===== config.mk =====
export PLATFORM = sky130hd
export DESIGN_NAME = ripple_count_ctrl_flat
export DESIGN_NICKNAME = d
export VERILOG_FILES = /design/src/rtl/ripple_count_ctrl_if.sv /design/src/rtl/ripple_count_ctrl.sv /design/src/flat_wrapper.sv
export SDC_FILE = /design/constraint.sdc
export NUM_CORES = 1
export LEC_CHECK = 0
export CELL_PAD_IN_SITES_DETAIL_PLACEMENT = 0
export CELL_PAD_IN_SITES_GLOBAL_PLACEMENT = 2
export CORE_AREA = 5 5 54 56
export DETAILED_ROUTE_END_ITERATION = 8
export DIE_AREA = 0 0 59 61
export GPL_TIMING_DRIVEN = 0
export PLACE_DENSITY_LB_ADDON = 0.1
export SKIP_CTS_REPAIR_TIMING = 1
export SLEW_MARGIN = 20
export SYNTH_ARGS = -nofsm -noshare
export SYNTH_HDL_FRONTEND = slang
export SYNTH_SLANG_ARGS = --single-unit

===== constraint.sdc =====
create_clock -name clk -period 4.1 [get_ports clk]
set_clock_uncertainty 0.2 [all_clocks]
set_input_delay 0.41 -clock clk [delete_from_list [all_inputs] [get_ports clk]]
set_output_delay 0.41 -clock clk [all_outputs]
set_load 0.02 [all_outputs]

===== src/rtl/ripple_count_ctrl_if.sv =====
// ---------------------------------------------------------------------------
// ripple_count_ctrl_if
// Control/status bundle between the button/switch logic (master) and the
// ripple_count_ctrl sequencer (slave). WIDTH must match the sequencer's WIDTH.
// ---------------------------------------------------------------------------
interface ripple_count_ctrl_if #(
   parameter int WIDTH = 3
);

   // Control from the front panel logic
   logic             start;
   logic             stop;
   logic             pause;
   logic             auto_reload;
   logic [WIDTH-1:0] load_val;

   // Status back to the display outputs
   logic [WIDTH-1:0] count;
   logic             busy;
   logic             done;

   modport master (
      output start, stop, pause, auto_reload, load_val,
      input  count, busy, done
   );

   modport slave (
      input  start, stop, pause, auto_reload, load_val,
      output count, busy, done
   );

endinterface : ripple_count_ctrl_if


===== src/rtl/ripple_count_ctrl.sv =====
// ---------------------------------------------------------------------------
// ripple_count_ctrl
// Synchronous programmable-limit counter sequencer (IDLE/RUN/HOLD/DONE) that
// replaces free-running ripple counting. Supports one-shot and auto-reload
// runs, pause/resume, abort, and a single-cycle done pulse at terminal count.
//
// Optional feature macro: COUNT_PRESCALE_EN
//   defined   -> the count advances once every PRESCALE clocks while in RUN
//   undefined -> every RUN cycle advances the count; PRESCALE is ignored
//
// Reset is synchronous and active-low on 'reset'. All outputs are registered.
// ---------------------------------------------------------------------------
module ripple_count_ctrl #(
   parameter int WIDTH    = 3,
   parameter int PRESCALE = 4
) (
   input  logic                clk,
   input  logic                reset,
   ripple_count_ctrl_if.slave  bus
);

   typedef enum logic [1:0] {
      ST_IDLE = 2'd0,
      ST_RUN  = 2'd1,
      ST_HOLD = 2'd2,
      ST_DONE = 2'd3
   } state_t;

   state_t           state_q, state_d;
   logic [WIDTH-1:0] count_q, count_d;
   logic [WIDTH-1:0] limit_q, limit_d;
   logic             reload_q, reload_d;
   logic             busy_q, busy_d;
   logic             done_q, done_d;
   logic [WIDTH-1:0] count_inc;
   logic             tick;

`ifdef COUNT_PRESCALE_EN
   // Prescaler needs at least one bit even when PRESCALE==1
   localparam int PW = (PRESCALE > 1) ? $clog2(PRESCALE) : 1;
   localparam logic [PW-1:0] PRESC_LAST = PW'(PRESCALE - 1);

   logic [PW-1:0] presc_q, presc_d;

   // A tick fires on the last clock of each PRESCALE-long window in RUN
   always_comb begin
      tick = (state_q == ST_RUN) && (presc_q == PRESC_LAST);
   end
`else
   // Without prescaling, every RUN cycle is a tick
   always_comb begin
      tick = (state_q == ST_RUN);
   end
`endif

   // Next-state and next-output decode; priority is stop > start > pause > tick
   always_comb begin
      // NOTE: every signal driven here gets a default first so no path can leave it unassigned and infer a latch.
      state_d   = state_q;
      count_d   = count_q;
      limit_d   = limit_q;
      reload_d  = reload_q;
      done_d    = 1'b0;
      count_inc = count_q + WIDTH'(1);
`ifdef COUNT_PRESCALE_EN
      presc_d   = presc_q;
`endif

      if (bus.stop) begin
         // Abort from any state
         state_d = ST_IDLE;
         count_d = '0;
`ifdef COUNT_PRESCALE_EN
         presc_d = '0;
`endif
      end else begin
         unique case (state_q)
            ST_IDLE, ST_DONE: begin
               // A fresh run captures limit and reload mode only here
               if (bus.start) begin
                  limit_d  = bus.load_val;
                  reload_d = bus.auto_reload;
                  count_d  = '0;
`ifdef COUNT_PRESCALE_EN
                  presc_d  = '0;
`endif
                  if (bus.load_val != '0) begin
                     state_d = ST_RUN;
                  end else begin
                     // Zero limit: terminal count is reached immediately
                     state_d = ST_DONE;
                     done_d  = 1'b1;
                  end
               end
            end

            ST_RUN: begin
               // start is ignored while running; pause outranks the tick
               if (bus.pause) begin
                  state_d = ST_HOLD;
               end else begin
`ifdef COUNT_PRESCALE_EN
                  presc_d = tick ? '0 : presc_q + PW'(1);
`endif
                  if (tick) begin
                     if (count_q == limit_q) begin
                        // Only reachable in auto-reload mode: wrap and keep running
                        count_d = '0;
                     end else begin
                        count_d = count_inc;
                        if (count_inc == limit_q) begin
                           done_d = 1'b1;
                           if (!reload_q) begin
                              state_d = ST_DONE;
                           end
                        end
                     end
                  end
               end
            end

            ST_HOLD: begin
               // Count and prescaler frozen; resume on the next cycle
               if (!bus.pause) begin
                  state_d = ST_RUN;
               end
            end

            default: begin
               state_d = ST_IDLE;
               count_d = '0;
            end
         endcase
      end

      busy_d = (state_d == ST_RUN) || (state_d == ST_HOLD);
   end

   // State and output registers with synchronous active-low reset
   always_ff @(posedge clk) begin
      // NOTE: sequential state uses non-blocking assignments so every register samples pre-edge values.
      if (!reset) begin
         state_q  <= ST_IDLE;
         count_q  <= '0;
         limit_q  <= '0;
         reload_q <= 1'b0;
         busy_q   <= 1'b0;
         done_q   <= 1'b0;
      end else begin
         state_q  <= state_d;
         count_q  <= count_d;
         limit_q  <= limit_d;
         reload_q <= reload_d;
         busy_q   <= busy_d;
         done_q   <= done_d;
      end
   end

`ifdef COUNT_PRESCALE_EN
   // Prescaler register, cleared on reset, start and stop
   always_ff @(posedge clk) begin
      if (!reset) begin
         presc_q <= '0;
      end else begin
         presc_q <= presc_d;
      end
   end
`endif

   // Registered outputs onto the bus
   always_comb begin
      bus.count = count_q;
      bus.busy  = busy_q;
      bus.done  = done_q;
   end

endmodule : ripple_count_ctrl


===== src/flat_wrapper.sv =====
// flat-port wrapper written by rule: the top's interface ports become plain ports
module ripple_count_ctrl_flat 
#(
   parameter int WIDTH    = 3,
   parameter int PRESCALE = 4
)
  (clk, reset, bus_start, bus_stop, bus_pause, bus_auto_reload, bus_load_val, bus_count, bus_busy, bus_done);
  ripple_count_ctrl_if #(.WIDTH(WIDTH)) bus_i ();
  input  logic clk;
  input  logic reset;
  input wire logic [$bits(bus_i.start)-1:0] bus_start;
  input wire logic [$bits(bus_i.stop)-1:0] bus_stop;
  input wire logic [$bits(bus_i.pause)-1:0] bus_pause;
  input wire logic [$bits(bus_i.auto_reload)-1:0] bus_auto_reload;
  input wire logic [$bits(bus_i.load_val)-1:0] bus_load_val;
  output wire logic [$bits(bus_i.count)-1:0] bus_count;
  output wire logic [$bits(bus_i.busy)-1:0] bus_busy;
  output wire logic [$bits(bus_i.done)-1:0] bus_done;
  assign bus_i.start = bus_start;
  assign bus_i.stop = bus_stop;
  assign bus_i.pause = bus_pause;
  assign bus_i.auto_reload = bus_auto_reload;
  assign bus_i.load_val = bus_load_val;
  assign bus_count = bus_i.count;
  assign bus_busy = bus_i.busy;
  assign bus_done = bus_i.done;
  ripple_count_ctrl #(.WIDTH(WIDTH), .PRESCALE(PRESCALE)) u_core (.clk(clk), .reset(reset), .bus(bus_i));
endmodule

---- Word-level counts from Yosys, hierarchy flattened ----
Cells that the tools add are included.
word-level totals
  input bits .............................. 9
  output and inout bits ................... 5
  flip-flop bits (word level) ............. 11
operators by class
  reduce and logical (&&, ||, !) cells .... 8
  mux-type cells .......................... 19
  add/sub/neg operators ................... 1
  equality and inequality tests ........... 9
  bitwise logic cells ..................... 2
operator list
  cell                                                                   number
  2-bit 2-to-1 mux                                                       8
  3-bit 2-to-1 mux                                                       3
  2-bit equality test, second input constant                             3
  3-bit equality test                                                    2
  2-bit one-hot mux with 3 select lines                                  1
  3-bit one-hot mux with 2 select lines                                  1
  3-bit AND reduction                                                    2
  1-bit 2-to-1 mux                                                       5
  2-bit by 1-bit equality test with 1-bit output, second input constant  2
  2-bit inequality test, second input constant                           2
  2-bit OR reduction                                                     2
  3-bit by 1-bit adder with 3-bit output, second input constant          1
  3-bit nonzero test                                                     1
  2-bit zero test                                                        1
  1-bit inverter                                                         2
  1-bit one-hot mux with 2 select lines                                  1
  2-bit nonzero test                                                     1
  1-bit logical OR                                                       1

---- Logic depth before layout (Yosys ltp) ----
Gate-level depths: netlist of the first run.
  depth after elaboration ................. 9
  gate-level depth with buffers ........... 8
  gate-level depth less buffers ........... 7

---- Worst setup path before layout of the first run ----
OpenSTA, ideal clock, no wires.
  kind .................................... register to register
  from .................................... register u_core.state_q[0]
  to ...................................... register u_core.count_q[2], in the netlist u_core.bus.count[2]
  data arrival time ....................... 1.643 ns
  path slack .............................. 2.136 ns
  path buffers ............................ 1
  stages on the path, launching flop included .. 9
  library setup time ...................... 0.122 ns
  cells stage by stage .................... dfxtp_1 -> inv_1 -> ha_1 -> buf_2 -> mux2_2 -> o21ai_0 -> nor4b_1 -> o21ai_0 -> a21oi_1
on the way
  cells in the longest elaborated chain, start to end .. 4
ends and longest elaborated chain
  item                                                                          RTL line                  text
  from (decl)                                                                   ripple_count_ctrl.sv:29   state_t state_q, state_d;
  from (signal assigned)                                                        ripple_count_ctrl.sv:150  state_q <= state_d;
  2-bit equality test / 2-bit zero test (equally long branches)                 ripple_count_ctrl.sv:77   unique case (state_q)
  2-bit OR reduction                                                            ripple_count_ctrl.sv:77
  2-bit inequality test (no line) / 2-bit nonzero test (equally long branches)  --
  3-bit AND reduction (no line)                                                 --
  to (signal assigned)                                                          ripple_count_ctrl.sv:151  count_q <= count_d;
  to (decl)                                                                     ripple_count_ctrl.sv:30   logic [WIDTH-1:0] count_q, count_d;
Several ways; a longest one is shown, not always the timed one.
A chain may end at the register's enable or synchronous reset.

---- Worst setup path after layout of the first run ----
  from .................................... input port bus_start
  to ...................................... register u_core.busy_q, in the netlist u_core.bus.busy
on the way
  cells in the longest elaborated chain, start to end .. 5
ends and longest elaborated chain
  item                                                                                          RTL line                  text
  from (decl)                                                                                   flat_wrapper.sv:11        input wire logic [$bits(bus_i.start)-1:0] bus_start;
  2-bit 2-to-1 mux *                                                                            ripple_count_ctrl.sv:80   if (bus.start) begin
  2-bit one-hot mux with 3 select lines *                                                       ripple_count_ctrl.sv:77
  2-bit 2-to-1 mux *                                                                            ripple_count_ctrl.sv:69   if (bus.stop) begin
  2-bit by 1-bit equality test with 1-bit output / 2-bit equality test (equally long branches)  ripple_count_ctrl.sv:136  busy_d = (state_d == ST_RUN) || (state_d == ST_HOLD);
  1-bit logical OR *                                                                            ripple_count_ctrl.sv:136
  to (signal assigned)                                                                          ripple_count_ctrl.sv:154  busy_q <= busy_d;
  to (decl)                                                                                     ripple_count_ctrl.sv:33   logic busy_q, busy_d;
Every way passes the cells marked *; elsewhere a longest branch is shown, timed or not.

==> key figures, run 1 <==
Global route
  – Number of antenna violations at the first check in global routing: 0
  – Total global routing track utilization: 10.00%
  – Total congestion overflow after global routing: 0
  – Vias in the first global route: between 600 and 700
  – First-pass GRT wire length: approximately 2600 um
  – Largest net degree at the start of global routing: 9

STA
  – Min Clock Period, post-route: 2332 ps
  – RSZ-0062 raised after global routing: no
  – Number of setup violations in the final report: 0
  – Aggregate negative setup slack: 0 ps
  – Slew Limit Fails: 0
  – Actual transition at the worst max-transition pin: 595.7 ps
  – Highest attainable clock frequency: 428.8 MHz
  – Final count of hold timing violations: 0
  – Slew margin rel.: approximately 60%
  – Share of the clock period used by the worst path: 56.88%

Critical path
  – Cell chain of the critical path: clkdlybuf4s50_1 -> or4b_1 -> a311oi_1 -> nor2_1 -> nor4b_2
  – Kind of start point of the critical path: input port
  – Arrival time of the worst setup path: around 2300 ps
  – Critical-path top delay cell: sky130_fd_sc_hd__clkdlybuf4s50_1
  – Type of element capturing the critical path: flip-flop
  – Required time of the critical path: 4090 ps
  – Crit path kind: input port to flip-flop
  – Critical Path Fanout Max: 5
  – Peak per-stage delay on the critical path: 560 ps

Placed design
  – Final HPWL DP: 1311 um
  – Final estimated routing congestion in global placement: around 0.7
  – Cells after DPL: 121
  – Post-detailed-placement cell area: about 860 um^2
  – Number of I/O port buffers: 13

Die
  – Die Area: 3599 um^2
  – Vertical die dimension: 61 um
  – Initial cell density of the core: 29.09%
  – IO Count: 14
  – Floorplan row count: 18
  – Core Footprint: 2387 um^2
  – Floorplan die width: 59 um

Yosys
  – Portion of the post-synthesis area used by sequential elements: 31.71%
  – Distinct cell type count of the synthesized netlist: 30
  – Net Count, Synth: 91
  – Total standard cell area after synthesis: 694.4 um^2
  – Synthesized area per cell: 8.903 um^2
  – Count of warnings emitted by yosys: 0
  – Post-synthesis register bit count: 11
  – Gate count after technology mapping: 78

Finish
  – Number of diodes: 0
  – Number of nets at the end of the flow: 109
  – Final Instance Count excl. Fillers: between 100 and 150
  – Post-route design area: 888.4 um^2
  – Most frequent standard cell in the layout excluding fill and tap cells: sky130_fd_sc_hd__clkdlybuf4s50_1
  – Synth-to-layout area growth: 27.93%
  – Count of filler cells inserted in the layout: roughly 290
  – Commonest non-fill, non-tap cells in the layout: sky130_fd_sc_hd__clkdlybuf4s50_1 (13), sky130_fd_sc_hd__dfxtp_1 (11), sky130_fd_sc_hd__inv_1 (7)
  – Fraction of layout instances using a drive strength above 1: around 7.4%

Routing
  – Number of nets with antenna violations after detailed routing: 0
  – First-pass detailed-route iteration total: 4
  – Routed wire per std cell: 13.20 um
  – Drt drc: 0
  – Total Routed Length: ~1700 um
  – Via count: 605
  – Number of vias per cell after detailed routing: 4.840
  – Number of DRC violations after detailed-routing iteration 0: 19

Power
  – Max IR drop VDD: 139.4 uV
  – Total power consumption of the routed design: 0.2548 mW
  – Power per standard cell area: 286.9 nW/um^2
  – Pleak: 0.3539 nW

Worst hold path
  – Worst hold path type: flip-flop to flip-flop

Job
  – Maximum capacitance violations: 0

CTS
  – Number of levels the H-tree was split into: 1
  – Clock Pin Slew Worst Setup and Hold Paths: 70 ps
  – CTS tree: yes
  – Maximum buffer depth of the clock tree: 2
  – Total CTS buffers: 3
  – Number of sinks on the clock net: 11
  – Clock latency on the worst-skew pair: 270 ps
  – Root Buffer Master: sky130_fd_sc_hd__clkbuf_4

Status
  – Result of the run: finished clean
==> critical path: cells and delay by family <==
kind / cells / cell delay, ps
AO/OA/AOI/OAI: 1 / 460
AND/OR/NAND/NOR: 3 / 890
buffers and inverters: 1 / 560
==> state kept, by name, indices dropped and copies added, names as in the netlist <==
register and flops:
u_core.state_q 2, u_core.limit_q 3, u_core.bus.count 3, u_core.bus.busy 1, u_core.reload_q 1, u_core.bus.done 1
==> per-stage QoR <==
step                utilization [%]  setup WS (ps)  hold slack, ps
global placement              36.11           1492           291.0
floorplan                         -           2136           285.6
CTS                           37.21           1757           313.7
detailed placement            36.11           1478           297.9
global route                  37.21           1683           340.8
finish                        37.21           1768           310.3
==> synth_stat cells <==
library cell | n | area (um^2)
sky130_fd_sc_hd__buf_2 | 1 | 5.000
sky130_fd_sc_hd__or4b_1 | 1 | 10.01
sky130_fd_sc_hd__nor3b_1 | 1 | 7.510
sky130_fd_sc_hd__mux2_2 | 1 | 11.26
sky130_fd_sc_hd__a211oi_1 | 2 | 15.01
sky130_fd_sc_hd__nand3_1 | 1 | 5.000
sky130_fd_sc_hd__xnor2_1 | 2 | 17.52
sky130_fd_sc_hd__nand3b_1 | 1 | 7.510
sky130_fd_sc_hd__nor4b_1 | 1 | 8.760
sky130_fd_sc_hd__o32ai_1 | 1 | 8.760
sky130_fd_sc_hd__inv_1 | 7 | 26.28
sky130_fd_sc_hd__nand2_1 | 6 | 22.52
sky130_fd_sc_hd__mux2i_1 | 4 | 40.04
sky130_fd_sc_hd__xnor3_1 | 1 | 22.52
sky130_fd_sc_hd__a311oi_1 | 2 | 17.52
sky130_fd_sc_hd__ha_1 | 4 | 50.05
sky130_fd_sc_hd__a221oi_1 | 1 | 8.760
sky130_fd_sc_hd__nor2_1 | 4 | 15.01
sky130_fd_sc_hd__and3_1 | 3 | 18.77
sky130_fd_sc_hd__a21oi_1 | 6 | 30.03
sky130_fd_sc_hd__nor2b_1 | 4 | 25.02
sky130_fd_sc_hd__or2b_1 | 1 | 7.510
sky130_fd_sc_hd__o21ai_0 | 2 | 10.01
sky130_fd_sc_hd__nand2b_1 | 4 | 25.02
sky130_fd_sc_hd__dfxtp_1 | 11 | 220.2
sky130_fd_sc_hd__xor2_1 | 2 | 17.52
sky130_fd_sc_hd__nor3_1 | 1 | 5.000
sky130_fd_sc_hd__nor4b_2 | 1 | 15.01
sky130_fd_sc_hd__a41oi_2 | 1 | 16.27
sky130_fd_sc_hd__o21ai_1 | 1 | 5.000
==> path summary, 6_finish.rpt <==
check | to | startpoint | depth (start not counted) | slack, ps
min reg2reg | u_core.bus.count[1]$_SDFFE_PP0P_ | u_core.bus.count[1]$_SDFFE_PP0P_ | 2 | 310
max | u_core.bus.busy$_SDFF_PN0_ | bus_start | 5 | 1770
max reg2reg | u_core.bus.count[0]$_SDFFE_PP0P_ | u_core.state_q[0]$_SDFF_PN0_ | 8 | 1900
min | u_core.bus.count[1]$_SDFFE_PP0P_ | u_core.bus.count[1]$_SDFFE_PP0P_ | 2 | 310
==> layer usage <==
metal / wire length, um / share of wire (%) / global-route usage [%]
met3: 66 / 4.0 / 4.043
met1: 717 / 43 / 10.31
met4: 22 / 1.3 / 4.531
met2: 843 / 51 / 17.82
met5: 0 / 0 / 0
==> layout make-up <==
| cell class | instances | area [um^2] | area share, % |
|---|---|---|---|
| Multi-Input combinational cell | 59 | 442.9 | 49.86 |
| Sequential cell | 11 | 220.2 | 24.79 |
| Timing Repair Buffer | 13 | 130.1 | 14.65 |
| Tap cell | 30 | 37.54 | 4.225 |
| Clock buffer | 4 | 26.28 | 2.958 |
| Inverter | 7 | 26.28 | 2.958 |
| Buffer | 1 | 5.005 | 0.5634 |
==> cells by family after synthesis <==
logic type	Yosys count	share of synthesized area, %
AND/OR/NAND/NOR	29	24.86
AO/OA/AOI/OAI	16	16.04
flip-flops	11	31.71
buffers and inverters	8	4.505
XOR/XNOR	5	8.289
multiplexers	5	7.388
adder cells (fa/ha/maj)	4	7.207
==> power breakdown <==
part	internal [mW]	switching (mW)	total, mW	leakage, nW
Sequential	0.112	0.00474	0.117	0.0895
Clock	0.0377	0.0377	0.0753	0.0150
Combinational	0.0300	0.0328	0.0628	0.249
Total	0.180	0.0752	0.255	0.354
Power figures use the tool's default switching activity.
==> inputs of run 2 (changes only) <==
CORE_AREA = 5 5 58 60   (was 5 5 54 56)
DIE_AREA = 0 0 63 65   (was 0 0 59 61)
clock period = 2 ns   (was 4.1 ns; I/O delays follow)
==> run 2 against run 1 <==
Worst hold slack got worse by 25 ps. Via count fell by 0.17%. Critical path depth did not move. Critical endpoint unchanged. Worst setup slack got worse by 1700 ps.
==> key figures, run 2 (synthesized netlist as in run 1, its figures left out) <==
Status
  – Result of the run: finished clean

CTS
  – Number of levels the H-tree was split into: 1 (unchanged)
  – Clock Pin Slew Worst Setup and Hold Paths: 80 ps (about the same)
  – CTS tree: yes
  – Total CTS buffers: 3 (unchanged)
  – Number of sinks on the clock net: 11 (unchanged)
  – Clock latency on the worst-skew pair: 280 ps (about the same)
  – Maximum buffer depth of the clock tree: 2 (unchanged)
  – Root Buffer Master: sky130_fd_sc_hd__clkbuf_4

Global route
  – Number of antenna violations at the first check in global routing: 0 (unchanged)
  – First-pass GRT wire length: 2746 um (+4.2%)
  – Total congestion overflow after global routing: 0 (unchanged)
  – Total global routing track utilization: 8.659% (-1.3 points)
  – Largest net degree at the start of global routing: 9 (unchanged)
  – Vias in the first global route: 647 (+6.2%)

Die
  – Core Footprint: 2878 um^2 (+21%)
  – IO Count: 14 (unchanged)
  – Vertical die dimension: 65 um (+6.6%)
  – Die Area: 4095 um^2 (+14%)
  – Floorplan row count: 20 (+2)
  – Initial cell density of the core: 24.13% (-5.0 points)
  – Floorplan die width: 63 um (+6.8%)

Finish
  – Most frequent standard cell in the layout excluding fill and tap cells: sky130_fd_sc_hd__clkdlybuf4s50_1
  – Number of diodes: 0 (unchanged)
  – Footprint of the flip-flops and latches: 229.0 um^2 (+4.0%)
  – Synth-to-layout area growth: 40.72%
  – Commonest non-fill, non-tap cells in the layout: sky130_fd_sc_hd__clkdlybuf4s50_1 (12), sky130_fd_sc_hd__inv_1 (7), sky130_fd_sc_hd__nand2_1 (6), sky130_fd_sc_hd__a21oi_1 (6), sky130_fd_sc_hd__dfxtp_1 (6)
  – Final Instance Count excl. Fillers: 129 (+3.2%)
  – Area of the multi-input gates: 501.7 um^2 (+13%)
  – Number of nets at the end of the flow: 110 (+0.92%)
  – Count of filler cells inserted in the layout: 300 (+4.2%)
  – Fraction of layout instances using a drive strength above 1: 22.92% (+16 points)

Routing
  – Number of DRC violations after detailed-routing iteration 0: 15 (-4)
  – Number of vias per cell after detailed routing: 4.682 (-3.3%)
  – Routed wire per std cell: 13.25 um (+0.36%)
  – Via count: 604 (-0.17%)
  – First-pass detailed-route iteration total: 4 (unchanged)
  – Number of nets with antenna violations after detailed routing: 0 (unchanged)
  – Drt drc: 0 (unchanged)
  – Total Routed Length: 1709 um (+3.6%)

Critical path
  – Crit path kind: input port to flip-flop
  – Critical Path Fanout Max: 3 (-2)
  – Launch instance of the worst register-to-register path: u_core.state_q[1]$_SDFF_PN0_
  – Type of element capturing the critical path: flip-flop
  – Critical register-to-register path endpoint: u_core.bus.busy$_SDFF_PN0_
  – Worst reg-to-reg path cell count: 6 (-2)
  – Arrival time of the worst setup path: 1940 ps (-380 ps)
  – Flop2flop setup slack: 90 ps (-1810 ps)
  – Required time of the critical path: 2000 ps (-2090 ps)
  – Kind of start point of the critical path: input port

STA
  – Actual transition at the worst max-transition pin: 340.6 ps (-255.2 ps)
  – RSZ-0062 raised after global routing: no
  – Aggregate negative setup slack: 0 ps (unchanged)
  – Slew Limit Fails: 0 (unchanged)
  – Number of setup violations in the final report: 0 (unchanged)
  – Highest attainable clock frequency: 515.4 MHz
  – Min Clock Period, post-route: 1940 ps
  – Share of the clock period used by the worst path: 97.02%
  – Final count of hold timing violations: 0 (unchanged)
  – Slew margin rel.: 77.22% (+17 points)

Power
  – Power per standard cell area: 574.6 nW/um^2 (+100%)
  – Max IR drop VDD: 226.0 uV (+62%)
  – Pleak: 0.3856 nW (+8.9%)

Placed design
  – Final HPWL DP: 1365 um (+4.1%)
  – Number of I/O port buffers: 13 (unchanged)
  – Final estimated routing congestion in global placement: 0.7272 (+2.1%)
  – Cells after DPL: 124 (+2.5%)

Worst hold path
  – Sink of the worst hold path: u_core.bus.count[1]$_SDFFE_PP0P_
  – Number of cells on the worst hold path: 2 (unchanged)
  – Worst hold path type: flip-flop to flip-flop
  – Startpoint of the worst hold path: u_core.bus.count[1]$_SDFFE_PP0P_

Job
  – Maximum capacitance violations: 0 (unchanged)
## run 2: cell count changes in the layout (fill, tap and decap cells not counted), moves of 2 or more
cell / before / now
sky130_fd_sc_hd__ha_1: 4 / 2
sky130_fd_sc_hd__a211oi_1: 2 / 0
sky130_fd_sc_hd__dfxtp_2: 0 / 4
sky130_fd_sc_hd__a311oi_1: 2 / 0
sky130_fd_sc_hd__a311oi_2: 0 / 2
sky130_fd_sc_hd__dfxtp_1: 11 / 6
sky130_fd_sc_hd__o21ai_0: 2 / 0
sky130_fd_sc_hd__a211oi_2: 0 / 2
## run 2: per-stage QoR
step	utilization [%]	setup slack [ps]	hold WS, ps	instance area (um^2)	power [mW]
2_1_floorplan	-	35.76	128.2	694.4	0.3267
4_1_cts	31.04	-246.1	314.0	893.4	0.5381
3_3_place_gp	30.09	-404.3	290.8	865.8	0.3752
5_1_grt	33.96	1.852	311.1	977.2	0.6002
6_report	33.96	59.64	284.9	977.2	0.5615
3_5_place_dp	30.09	-410.0	301.0	865.8	0.3734
## run 2: where the power goes
| part | internal (mW) | total (mW) | switching (mW) |
|---|---|---|---|
| combinational | 0.0784 | 0.157 | 0.0790 |
| clock | 0.0744 | 0.164 | 0.0895 |
| sequential | 0.230 | 0.240 | 0.0103 |
## run 2: how the worst max path moves through the flow
stage | cells past startpoint | slack [ps] | start | endpoint
after CTS | 8 | -250 | u_core.state_q[0]$_SDFF_PN0_ | u_core.bus.count[0]$_SDFFE_PP0P_
after detailed placement | 5 | -410 | bus_start | u_core.bus.busy$_SDFF_PN0_
after global placement | 5 | -400 | bus_start | u_core.bus.busy$_SDFF_PN0_
final | 5 | 60 | bus_load_val[2] | u_core.bus.busy$_SDFF_PN0_
after global routing | 6 | 2 | u_core.state_q[1]$_SDFF_PN0_ | u_core.bus.busy$_SDFF_PN0_
after floorplan | 8 | 40 | u_core.state_q[0]$_SDFF_PN0_ | u_core.bus.count[2]$_SDFFE_PP0P_
## run 2: routing by layer
metal	wire (um)	vias up	share of wire, %	GRT usage (%)
met4	44	0	2.6	3.979
met2	888	8	52	15.64
li1	-	312	-	-
met3	64	5	3.7	2.600
met5	0	-	0	0
met1	711	279	42	9.119
## run 2: worst max-delay path, cell delays in order
cell                              delay [ps]
sky130_fd_sc_hd__clkdlybuf4s50_1         410
sky130_fd_sc_hd__or4b_1                  590
sky130_fd_sc_hd__a311oi_2                380
sky130_fd_sc_hd__nor2_1                   90
sky130_fd_sc_hd__nor4b_2                 270
## run 2: cell type report
cell class	instances	area share (%)
plain buffers	1	1.152
inverters	7	2.689
repair buffers	14	14.34
clock inverters	1	0.5122
multi-input cells	59	51.34
flip-flops and latches	11	23.43
clock buffers	3	2.305
well taps	33	4.225
==> inputs of run 3 (changes only) <==
CORE_AREA = 2 2 55 57   (was 5 5 58 60)
DIE_AREA = 0 0 57 59   (was 0 0 63 65)
GPL_TIMING_DRIVEN = unset   (was 0)
==> run 3 against run 2 <==
Wire length is 1.7% lower. Critical path type is now flip-flop to flip-flop. Highest routed layer unchanged. Worst setup slack better by 70 ps. First-iteration DRC count is 47% lower. Die area is 18% lower. Largest power group unchanged. Sequential cell count stayed put. Total power is 2.1% lower. Critical endpoint is now u_core.bus.count[2]$_SDFFE_PP0P_.
==> key figures, run 3 (synthesized netlist as in run 1, its figures left out) <==
Placed design
  – Post-detailed-placement cell area: 940.9 um^2 (+8.7%)
  – Number of I/O port buffers: 13 (unchanged)
  – Final estimated routing congestion in global placement: 0.7151 (-1.7%)
  – Final HPWL DP: 1403 um (+2.7%)
  – Cells after DPL: 132 (+6.5%)

STA
  – Slew Limit Fails: 0 (unchanged)
  – Aggregate negative setup slack: 0 ps (unchanged)
  – Min Clock Period, post-route: 1870 ps (-69.90 ps)
  – Highest attainable clock frequency: 534.6 MHz (+3.7%)
  – Number of setup violations in the final report: 0 (unchanged)
  – Final count of hold timing violations: 0 (unchanged)
  – Share of the clock period used by the worst path: 93.52% (-3.5 points)
  – Slew margin rel.: 77.78% (+0.56 points)
  – Actual transition at the worst max-transition pin: 332.2 ps (-8.354 ps)

Worst hold path
  – Worst hold path type: flip-flop to flip-flop
  – Startpoint of the worst hold path: u_core.reload_q$_SDFFE_PN0P_
  – Number of cells on the worst hold path: 2 (unchanged)

Finish
  – Most frequent standard cell in the layout excluding fill and tap cells: sky130_fd_sc_hd__clkdlybuf4s50_1
  – Final Instance Count excl. Fillers: 136 (+5.4%)
  – Fraction of layout instances using a drive strength above 1: 20.95% (-2.0 points)
  – Synth-to-layout area growth: 42.70%
  – Post-route design area: 991.0 um^2 (+1.4%)
  – Number of nets at the end of the flow: 119 (+8.2%)
  – Number of diodes: 0 (unchanged)
  – Commonest non-fill, non-tap cells in the layout: sky130_fd_sc_hd__clkdlybuf4s50_1 (13), sky130_fd_sc_hd__buf_4 (11), sky130_fd_sc_hd__dfxtp_1 (11)

Critical path
  – Type of element capturing the critical path: flip-flop
  – Required time of the critical path: 2000 ps (about the same)
  – Crit path kind: flip-flop to flip-flop
  – Worst reg-to-reg path cell count: 6 (unchanged)
  – Launch instance of the worst register-to-register path: u_core.state_q[1]$_SDFF_PN0_
  – Source of the critical timing path: u_core.state_q[1]$_SDFF_PN0_
  – Arrival time of the worst setup path: 1870 ps (-70 ps)
  – Kind of start point of the critical path: flip-flop
  – Critical Path Fanout Max: 5 (+2)

Power
  – Total power consumption of the routed design: 0.5494 mW (-2.1%)
  – Pleak: 0.4096 nW (+6.2%)
  – Max IR drop VDD: 223.4 uV (-1.2%)
  – Power per standard cell area: 554.4 nW/um^2 (-3.5%)

Global route
  – Total congestion overflow after global routing: 0 (unchanged)
  – First-pass GRT wire length: 2773 um (+0.98%)
  – Largest net degree at the start of global routing: 9 (unchanged)
  – Vias in the first global route: 631 (-2.5%)
  – Number of antenna violations at the first check in global routing: 0 (unchanged)
  – Total global routing track utilization: 11.21% (+2.6 points)

Routing
  – Number of vias per cell after detailed routing: 4.625 (-1.2%)
  – Via count: 629 (+4.1%)
  – Routed wire per std cell: 12.35 um (-6.8%)
  – Drt drc: 0 (unchanged)
  – Number of DRC violations after detailed-routing iteration 0: 8 (-7)
  – Total Routed Length: 1680 um (-1.7%)
  – First-pass detailed-route iteration total: 4 (unchanged)
  – Number of nets with antenna violations after detailed routing: 0 (unchanged)

CTS
  – Number of levels the H-tree was split into: 1 (unchanged)
  – Total CTS buffers: 3 (unchanged)
  – Root Buffer Master: sky130_fd_sc_hd__clkbuf_4
  – Clock latency on the worst-skew pair: 270 ps (about the same)
  – CTS tree: yes
  – Clock Pin Slew Worst Setup and Hold Paths: 80 ps (about the same)
  – Number of sinks on the clock net: 11 (unchanged)
  – Maximum buffer depth of the clock tree: 2 (unchanged)

Die
  – Floorplan die width: 57 um (-9.5%)
  – Core Footprint: 2710 um^2 (-5.8%)
  – Die Area: 3363 um^2 (-18%)
  – Initial cell density of the core: 25.62% (+1.5 points)
  – IO Count: 14 (unchanged)
  – Floorplan row count: 19 (-5.0%)
  – Vertical die dimension: 59 um (-9.2%)

Job
  – Maximum capacitance violations: 0 (unchanged)

Status
  – Result of the run: finished clean
## run 3: worst paths after layout
check                           slack [ps]                          endpoint
worst max-delay path                   130  u_core.bus.count[2]$_SDFFE_PP0P_
worst min-delay path                   330      u_core.reload_q$_SDFFE_PN0P_
worst max register to register         130  u_core.bus.count[2]$_SDFFE_PP0P_
worst min register to register         330      u_core.reload_q$_SDFFE_PN0P_
## run 3: per-layer routing
metal	global-route usage, %	part of all wire [%]
met5	0	0
met4	5.980	1.0
met3	2.620	2.9
met2	20.36	50
met1	12.08	46
## run 3: cell type report
type	count	area, um^2
clock buffers	4	26.28
inverters	7	26.28
fillers	296	1719
repair buffers	24	212.7
well taps	31	38.79
flip-flops and latches	11	220.2
multi-input cells	59	466.7
## run 3: through the flow
stage          setup slack (ps)  hold slack, ps  utilization (%)
6_report                  129.5           333.3            36.57
5_1_grt                  -1.441           350.3            36.57
4_1_cts                   40.11           338.6            35.69
3_5_place_dp             -242.9           323.1            34.72
3_3_place_gp             -223.5           323.1            34.72
2_1_floorplan             35.76           128.2                -
## run 3: critical path, stage by stage (launching register included)
cell                      delay, ps
sky130_fd_sc_hd__dfxtp_1        390
sky130_fd_sc_hd__ha_2           330
sky130_fd_sc_hd__mux2_2         250
sky130_fd_sc_hd__o21ai_2         70
sky130_fd_sc_hd__nor4b_2        300
sky130_fd_sc_hd__o21ai_0        130
sky130_fd_sc_hd__a21oi_1        130
## run 3: where the power goes
part	leakage [nW]	switching, mW	internal, mW	total [mW]
logic	0.305	0.0769	0.0826	0.160
clock network	0.0150	0.0764	0.0772	0.154
registers	0.0895	0.00667	0.230	0.236
